File: src/rtl/led_seq_pkg.sv
// Shared mode/state codes and default geometry for the LED pattern sequencer.
package led_seq_pkg;

  localparam int WIDTH_DEF = 10;
  localparam int CNT_W_DEF = 26;

  typedef enum logic [2:0] {
    MODE_STATIC = 3'd0,
    MODE_WALK   = 3'd1,
    MODE_BOUNCE = 3'd2,
    MODE_COUNT  = 3'd3,
    MODE_BLINK  = 3'd4
  } mode_e;

  typedef enum logic [1:0] {
    ST_IDLE  = 2'd0,
    ST_RUN   = 2'd1,
    ST_PAUSE = 2'd2
  } state_e;

endpackage

File: src/rtl/led_tick_gen.sv
// Prescaler: counts 0..period-1 while enabled and pulses tick on the wrap cycle.
module led_tick_gen
  import led_seq_pkg::*;
#(
  parameter int CNT_W = CNT_W_DEF
) (
  input  logic             clk,
  input  logic             rst_n,
  input  logic             clear,
  input  logic             enable,
  input  logic [CNT_W-1:0] period,
  output logic             tick
);

  localparam logic [CNT_W-1:0] ONE = CNT_W'(1);

  logic [CNT_W-1:0] cnt_q, cnt_d;
  logic             wrap;

  assign wrap = (cnt_q == (period - ONE));
  assign tick = enable & ~clear & wrap;

  always_comb begin
    cnt_d = cnt_q;
    if (clear) begin
      cnt_d = '0;
    end else if (enable) begin
      cnt_d = wrap ? '0 : cnt_q + ONE;
    end
  end

  always_ff @(posedge clk or negedge rst_n) begin
    if (!rst_n) begin
      cnt_q <= '0;
    end else begin
      cnt_q <= cnt_d;
    end
  end

endmodule

File: src/rtl/led_seq_ctrl.sv
// Configurable LED pattern sequencer with run/pause/step control.
// Optional brightness PWM on the LED drive when LED_PWM_EN is defined.
module led_seq_ctrl
  import led_seq_pkg::*;
#(
  parameter int WIDTH    = WIDTH_DEF,
  parameter int CNT_W    = CNT_W_DEF,
  parameter int TICK_DIV = 50_000_000
) (
  input  logic             clk,
  input  logic             rst_n,
  input  logic             cfg_valid,
  output logic             cfg_ready,
  input  logic [2:0]       cfg_mode,
  input  logic [CNT_W-1:0] cfg_period,
  input  logic [WIDTH-1:0] cfg_pattern,
  input  logic             run,
  input  logic             step,
`ifdef LED_PWM_EN
  input  logic [3:0]       bright,
`endif
  output logic             tick_o,
  output logic [1:0]       state_o,
  output logic [WIDTH-1:0] dout
);

  localparam logic [CNT_W-1:0] DEF_PERIOD = CNT_W'(TICK_DIV);
  localparam logic [WIDTH-1:0] PAT_LSB    = WIDTH'(1);
  localparam logic [WIDTH-1:0] PAT_MSB    = PAT_LSB << (WIDTH - 1);

  state_e           state_q, state_d;
  logic [2:0]       mode_q, mode_d;
  logic [CNT_W-1:0] period_q, period_d;
  logic [WIDTH-1:0] pat_q, pat_d;
  logic [WIDTH-1:0] seed_q, seed_d;
  logic             dir_q, dir_d;   // 0 = left, 1 = right
  logic             ready_q, tick_q;
  logic             accept, pre_tick, adv;

  assign accept = cfg_valid & ready_q;
  // A config accept always takes priority over a pending advance.
  assign adv = ~accept & (pre_tick | ((state_q == ST_PAUSE) & step));

  led_tick_gen #(.CNT_W(CNT_W)) u_tick (
    .clk    (clk),
    .rst_n  (rst_n),
    .clear  (accept),
    .enable (state_q == ST_RUN),
    .period (period_q),
    .tick   (pre_tick)
  );

  always_comb begin
    state_d  = state_q;
    mode_d   = mode_q;
    period_d = period_q;
    pat_d    = pat_q;
    seed_d   = seed_q;
    dir_d    = dir_q;

    unique case (state_q)
      ST_IDLE:  if (accept) state_d = run ? ST_RUN : ST_PAUSE;
      ST_RUN:   if (!run)   state_d = ST_PAUSE;
      ST_PAUSE: if (run)    state_d = ST_RUN;
      default:              state_d = ST_IDLE;
    endcase

    if (accept) begin
      mode_d   = cfg_mode;
      period_d = (cfg_period == '0) ? DEF_PERIOD : cfg_period;
      seed_d   = cfg_pattern;
      dir_d    = 1'b0;
      pat_d    = cfg_pattern;
      if ((cfg_mode == MODE_WALK || cfg_mode == MODE_BOUNCE) && cfg_pattern == '0) begin
        pat_d = PAT_LSB;
      end
    end else if (adv) begin
      case (mode_q)
        MODE_WALK:  pat_d = {pat_q[WIDTH-2:0], pat_q[WIDTH-1]};
        MODE_BOUNCE: begin
          // End stops reverse direction without repeating the end position.
          if (pat_q == PAT_MSB) begin
            dir_d = 1'b1;
            pat_d = pat_q >> 1;
          end else if (pat_q == PAT_LSB) begin
            dir_d = 1'b0;
            pat_d = pat_q << 1;
          end else begin
            pat_d = dir_q ? (pat_q >> 1) : (pat_q << 1);
          end
        end
        MODE_COUNT: pat_d = pat_q + PAT_LSB;
        MODE_BLINK: pat_d = (pat_q != '0) ? '0 : seed_q;
        default:    pat_d = pat_q;
      endcase
    end
  end

  always_ff @(posedge clk or negedge rst_n) begin
    if (!rst_n) begin
      state_q  <= ST_IDLE;
      mode_q   <= MODE_STATIC;
      period_q <= DEF_PERIOD;
      pat_q    <= '0;
      seed_q   <= '0;
      dir_q    <= 1'b0;
      ready_q  <= 1'b1;
      tick_q   <= 1'b0;
    end else begin
      state_q  <= state_d;
      mode_q   <= mode_d;
      period_q <= period_d;
      pat_q    <= pat_d;
      seed_q   <= seed_d;
      dir_q    <= dir_d;
      ready_q  <= ~accept;
      tick_q   <= adv;
    end
  end

  assign cfg_ready = ready_q;
  assign tick_o    = tick_q;
  assign state_o   = state_q;

`ifdef LED_PWM_EN
  logic [3:0] pwm_cnt_q;
  logic       pwm_on;

  always_ff @(posedge clk or negedge rst_n) begin
    if (!rst_n) begin
      pwm_cnt_q <= 4'd0;
    end else begin
      pwm_cnt_q <= pwm_cnt_q + 4'd1;
    end
  end

  assign pwm_on = (bright == 4'hF) | (pwm_cnt_q < bright);
  assign dout   = (state_q == ST_IDLE) ? '0 : (pat_q & {WIDTH{pwm_on}});
`else
  assign dout   = (state_q == ST_IDLE) ? '0 : pat_q;
`endif

endmodule

File: config.mk
export PLATFORM = sky130hd
export DESIGN_NAME = led_seq_ctrl
export DESIGN_NICKNAME = d
export VERILOG_FILES = /design/src/rtl/led_seq_pkg.sv /design/src/rtl/led_tick_gen.sv /design/src/rtl/led_seq_ctrl.sv
export SDC_FILE = /design/constraint.sdc
export NUM_CORES = 1
export LEC_CHECK = 0
export ABC_CLOCK_PERIOD_IN_PS = 3300
export CAP_MARGIN = 20
export CORE_ASPECT_RATIO = 1.1
export CORE_UTILIZATION = 52
export DETAILED_ROUTE_END_ITERATION = 10
export GPL_TIMING_DRIVEN = 0
export HOLD_SLACK_MARGIN = 0.08
export PLACE_DENSITY_LB_ADDON = 0.1
export SYNTH_ARGS = -nofsm -noshare
export SYNTH_HDL_FRONTEND = slang
export SYNTH_SLANG_ARGS = --single-unit
File: constraint.sdc
create_clock -name clk -period 3.3 [get_ports clk]
set_clock_uncertainty 0.2 [all_clocks]
set_input_delay 0.33 -clock clk [delete_from_list [all_inputs] [get_ports clk]]
set_output_delay 0.33 -clock clk [all_outputs]
set_load 0.01 [all_outputs]
==> out/results.ini, run 1 <==
[power_and_ir_drop]
peakVddDrop_mv=0.2615
p_total_w=0.003088
p_sw_w=0.001058
p_comb_share_pct=34.5
powerDensity_mw_per_mm2=436.4
clkPwrFrac_pct=26.0
pwr-share-seq_pct=39.6
p_leak_nw=2.995
sw_frac_of_total_pct=34.26
p_int_w=0.002030

[sta]
rsz0062_at_grt=yes
slew_headroom_pct=50.85
max_freq_mhz=265.0
final_hold_viol_count=0
post-route-min-period_ps=3774
fin_setup_tns_ps=-15300
min_period_over_period_pct=114.4
worstMarginPinSlew_ps=731.9
setup_viol=38
slew_violations=0
layout_setup_ws_ps=-474.3

[route]
via_count=5488
finalWirelength_mm=16.82
drt_iter0_drc=330
first_pass_iters=5
ant_nets=0
wire_per_inst_um=19.58
vias_per_cell=6.389
drc=0

[outcome]
status=finished, violations left
violations=negative setup slack

[die]
io_pins=58
core-area_mm2=0.009889
start_util_pct=53.67
die_w_um=98.33
die_h_um=108.0
die-area_mm2=0.01062
rows=38

[cts]
clock_path_buffers=2
numClockSinks=80
cts_buffers=9
clk_pin_slew_ps=80
clkLatencyLatePin_ps=360
cts_root_buffer=clkbuf_8
cts_tree=yes
htreeDepth=3

[worst_setup_path]
cp-end-kind=flip-flop
cp_top_family=simple AND/OR/NAND/NOR gates
crit_top_cell=or4_4
cp_max_fo=6
cpPeakStageDelay_ps=600
crit_buf_inv=3
critPathKind=reg -> reg
path_cells=or4_4 -> nor4_4 -> o211a_1 -> o211ai_1 -> or4_4 -> or4_4 -> buf_12 -> buf_12 -> nand2_8 -> buf_8 -> a21oi_2 -> a21o_1
cp_slowest_cell=or4_4
required_ps=3360
critPathLaunchType=flip-flop
cp.arrival_ps=3840

[yosys]
synth_cells=625
yosysTopAreaCell=dfrtp_1
syn_area_mm2=0.005308
ys_top_cells_by_area=dfrtp_1 (32%), nand2_1 (7.9%), dfstp_2 (6.4%)
yosysUniqueCellTypes=74
async_reset_ff_share_pct=100.0
syn_area_per_cell_um2=8.492
syn_nets=674
yosysWarnings=0
synth_top_area_share_pct=31.59
ys_seq_area_share_pct=38.02
synth_enable_flop_cells=0
ys_seq_elements=80
synth_top_flop_cell=dfrtp_1

[grt]
grt_max_degree=56
antenna_found_initial=0
track_usage_pct=30.82
grt_pass1_wl_mm=25.46
grt_pass1_vias=5171
overflow=0

[placement]
dpl.cell_count=803
place_hpwl_mm=11.21
gp_congestion=0.9410
dpl-instance-area_mm2=0.006082
dp_slack_ps=-655.1
numPortBuffers=57

[finish]
finalNonFillerCells=859
area_delta_synth_final_pct=33.31
layout-drive-gt1-share_pct=22.06
fillCellCount=771
multi_input_area_mm2=0.003457
seq_area_mm2=0.002022
final_nets=783
design_area_mm2=0.007076
n_antenna_cell=0

[flow_run]
max_cap_violations=0

[min_path]
hold_class=in -> async

## what timing repair did
action	in CTS	in global routing
resized for setup	46	44
pin swaps	39	19
endpoints found under the hold margin	67	0
buffers inserted	27	7
hold buffers	1	0
gates cloned	5	0
setup endpoints to repair	38	38
## power by group through the flow
| stage | clock network (W) | registers [W] | logic, W |
|---|---|---|---|
| after floorplan | 0 | 0.00121 | 0.000596 |
| after global placement | 0 | 0.00124 | 0.000870 |
| after detailed placement | 0 | 0.00124 | 0.000890 |
| after CTS | 0.000810 | 0.00121 | 0.00101 |
| after global routing | 0.000844 | 0.00123 | 0.00115 |
| final | 0.000801 | 0.00122 | 0.00106 |
## worst register-to-register path, cell delays in order, from the launching register on
cell      delay, ps
dfrtp_1         380
or4_4           600
nor4_4          390
o211a_1         290
o211ai_1        140
or4_4           460
or4_4           510
buf_12          170
buf_12          120
nand2_8          80
buf_8           150
a21oi_2          40
a21o_1          150
## per-layer routing
metal | wire, µm | global-route usage (%)
met2 | 8844 | 56.39
met5 | 0 | 0
met1 | 6370 | 34.20
met4 | 831 | 19.72
met3 | 774 | 3.555
## cell usage after synthesis, types with 14 or more instances
library cell  instances
nand2_1             111
xor2_1               19
nor3_1               22
nor2_1               38
a21o_1               14
clkbuf_1             17
nor2b_1              17
o21ai_1              18
nor4_1               23
xnor2_1              22
and3_1               17
dfrtp_1              67
o21ai_0              26
nand3_1              24
## worst paths after layout
kind | startpoint | to | slack, ps | cells past startpoint
worst min register to register | seed_q[7]$_DFFE_PN0P_ | seed_q[7]$_DFFE_PN0P_ | 290 | 2
min in group clk | seed_q[7]$_DFFE_PN0P_ | seed_q[7]$_DFFE_PN0P_ | 290 | 2
worst max-delay path | period_q[8]$_DFFE_PN0P_ | u_tick.cnt_q[10]$_DFFE_PN0P_ | -470 | 12
worst min-delay path | rst_n | u_tick.cnt_q[22]$_DFFE_PN0P_ | 220 | 2
worst max register to register | period_q[8]$_DFFE_PN0P_ | u_tick.cnt_q[10]$_DFFE_PN0P_ | -470 | 12
max in group asynchronous | rst_n | period_q[7]$_DFFE_PN1P_ | 2030 | 3
## layout by cell type, fill, tap and decap left out, types with 7 or more instances in the layout
| cell | instances |
|---|---|
| xor2_1 | 19 |
| nor3_1 | 19 |
| and3_4 | 12 |
| o22a_1 | 10 |
| xnor2_1 | 21 |
| nand3_1 | 23 |
| o21ai_0 | 23 |
| dfstp_2 | 13 |
| a21o_1 | 14 |
| and3_1 | 10 |
| dfrtp_1 | 64 |
| clkbuf_8 | 13 |
| clkdlybuf4s50_1 | 56 |
| a221oi_1 | 7 |
| a31oi_1 | 9 |
| nor2_1 | 34 |
| clkbuf_1 | 18 |
| a21oi_1 | 10 |
| inv_1 | 10 |
| buf_6 | 12 |
| or3_1 | 10 |
| nor4_1 | 18 |
| o21ai_2 | 17 |
| o31ai_1 | 8 |
| nor2b_1 | 15 |
| nand2_1 | 110 |
| nand4_1 | 8 |
| buf_4 | 28 |
## per-stage QoR
| step | hold WS [ps] | utilization [%] |
|---|---|---|
| after floorplan | -165.6 | - |
| after global placement | 264.5 | 61.25 |
| after detailed placement | 69.52 | 61.50 |
| after CTS | 217.7 | 68.78 |
| after global routing | 251.8 | 71.55 |
| final | 217.5 | 71.55 |
## layout make-up
type	count	share of cell area, %
Timing Repair Buffer	97	13.95
Clock inverter	2	0.4951
Buffer	29	2.829
Tap cell	120	2.122
Clock buffer	14	2.582
Inverter	11	0.5836
Sequential cell	80	28.58
Multi-Input combinational cell	506	48.86
## sequential cells by signal, summed over array words and instances (netlist names), 2 cells and up
signal / flops
mode_q: 3
pat_q: 10
period_q: 26
seed_q: 10
state_o: 2
u_tick.cnt_q: 26
## logic make-up after synthesis
| family | after synthesis | share of synthesized area (%) |
|---|---|---|
| compound gates | 135 | 17.33 |
| buf+inv | 40 | 3.984 |
| flops | 80 | 38.02 |
| mux | 2 | 0.3772 |
| simple gates | 322 | 32.34 |
| xor+xnor | 41 | 6.766 |
| fa+ha+maj | 5 | 1.179 |
Power figures use the tool's default switching activity.
==> run 2: changes to the inputs <==
--- a/config.mk
+++ b/config.mk
@@ -13,6 +13,7 @@
 export GPL_TIMING_DRIVEN = 0
 export HOLD_SLACK_MARGIN = 0.08
 export PLACE_DENSITY_LB_ADDON = 0.1
+export SETUP_SLACK_MARGIN = 0.4
 export SYNTH_ARGS = -nofsm -noshare
 export SYNTH_HDL_FRONTEND = slang
 export SYNTH_SLANG_ARGS = --single-unit
==> out/results.ini, run 2 (synthesis results as in run 1) <==
[sta]
max_freq_mhz=274.3
setup_viol=37
slew_headroom_pct=46.79
rsz0062_at_grt=yes
layout_setup_ws_ps=-345.7
worstMarginPinSlew_ps=792.5
post-route-min-period_ps=3646
final_hold_viol_count=0
hold_slack_ps=216.6
slew_violations=0
min_period_over_period_pct=110.5

[route]
finalWirelength_mm=15.64
wl_met2_mm=8.218
first_pass_iters=8
top_layer=met4
wire_per_inst_um=18.44
via_count=5282
drc=0
drt_iter0_drc=238
vias_per_cell=6.229
met1_length_mm=6.167
ant_nets=0
routed-wl-met3_um=534

[worst_setup_path]
path_cells=or4_4 -> nor4_4 -> buf_4 -> o211a_1 -> o211ai_1 -> or4_4 -> or4_4 -> buf_12 -> clkbuf_16 -> a31o_1 -> a21o_1
cp-startpoint=period_q[12]$_DFFE_PN1P_
cp.arrival_ps=3710
cp-end-kind=flip-flop
crit_top_cell=or4_4
cp_max_fo=6
critPathLaunchType=flip-flop
rrSetupSlack_ps=-350
ff2ff_path_depth=11
required_ps=3360
reg2reg_from=period_q[12]$_DFFE_PN1P_
regToRegEndpoint=u_tick.cnt_q[23]$_DFFE_PN0P_
crit_buf_inv=3
critPathKind=reg -> reg
cp.depth=11
cp_slowest_cell=or4_4
cp_top_family=simple AND/OR/NAND/NOR gates
cpPeakStageDelay_ps=570

[grt]
overflow=0
antenna_found_initial=0
grt_pass1_wl_mm=25.29
track_usage_pct=30.58
grt_pass1_vias=5229
grt_max_degree=56

[min_path]
hold_class=in -> async

[finish]
area_delta_synth_final_pct=28.81
finalNonFillerCells=848
n_antenna_cell=0
final_nets=772
top_regs=period_q (26), u_tick.cnt_q (26)
fin_util_pct=69.13
mostFrequentLayoutCell=nand2_1
final_cell_mix=nand2_1 (111), dfrtp_1 (63), clkdlybuf4s50_1 (56)
layout-drive-gt1-share_pct=17.86

[placement]
dpl.cell_count=803
numPortBuffers=57
gp_congestion=0.9405
place_hpwl_mm=11.21

[cts]
htreeDepth=3
cts_tree=yes
clock_path_buffers=2
clk_pin_slew_ps=80
numClockSinks=80
cts_root_buffer=clkbuf_8
clkLatencyLatePin_ps=370
cts_buffers=9

[die]
io_pins=58
start_util_pct=53.67
die_w_um=98.33
core-area_mm2=0.009889
rows=38
die_h_um=108.0
die-area_mm2=0.01062

[power_and_ir_drop]
powerDensity_mw_per_mm2=438.7
peakVddDrop_mv=0.3025
p_leak_nw=2.933

[outcome]
status=finished, violations left
violations=negative setup slack

[flow_run]
max_cap_violations=0

run 2: layer usage:
layer,vias up,global-route usage [%]
met1,2561,33.61
met5,-,0
met4,0,18.87
met3,55,3.491
met2,171,56.69
li1,2495,-
run 2: through the flow:
step	worst slack [ps]	power [W]	instance area (µm²)	setup TNS [ps]
6_report	-345.7	0.002999	6837	-9980
5_1_grt	-478.7	0.003161	6837	-15240
4_1_cts	-312.1	0.002975	6683	-8871
3_5_place_dp	-705.0	0.002135	6088	-18300
3_3_place_gp	-1131	0.002113	6063	-94210
2_1_floorplan	-237.5	0.001806	5343	-5352
run 2: area by class of cell:
cell class                 count  area (µm²)
clock buffer                  13       158.9
buffer                        29       207.7
timing repair buffer          87       912.1
fill                         754        3053
clock inverter                 3       40.04
multi-input combinational    505        3303
inverter                      11       41.29
sequential                    80        2023
tap                          120       150.1
run 2: how the worst max path moves through the flow:
stage | endpoint | slack, ps
after floorplan | u_tick.cnt_q[25]$_DFFE_PN0P_ | -240
after global placement | mode_q[0]$_DFFE_PN0P_ | -1130
after detailed placement | dir_q$_DFFE_PN0P_ | -710
after CTS | u_tick.cnt_q[23]$_DFFE_PN0P_ | -310
after global routing | u_tick.cnt_q[8]$_DFFE_PN0P_ | -480
final | u_tick.cnt_q[23]$_DFFE_PN0P_ | -350
run 2: where the power goes:
part / internal (W) / total [W] / switching, W
Sequential: 0.00110 / 0.00122 / 0.000116
Clock: 0.000390 / 0.000757 / 0.000367
Combinational: 0.000477 / 0.00102 / 0.000548
Total: 0.00197 / 0.00300 / 0.00103
run 2: what timing repair did:
item | in CTS | in global routing
pin swaps | 35 | 17
hold buffers | 1 | 0
cloned | 3 | 1
buffers inserted | 20 | 4
resized for setup | 44 | 24
setup endpoints to repair | 38 | 38
hold endpoints to repair | 70 | 0
==> run 3: changes to the inputs <==
--- a/config.mk
+++ b/config.mk
@@ -6,7 +6,6 @@
 export NUM_CORES = 1
 export LEC_CHECK = 0
 export ABC_CLOCK_PERIOD_IN_PS = 3300
-export CAP_MARGIN = 20
 export CORE_ASPECT_RATIO = 1.1
 export CORE_UTILIZATION = 52
 export DETAILED_ROUTE_END_ITERATION = 10
==> results of run 3 <==
Final layout, timing and power as in run 2 (identical DEF).
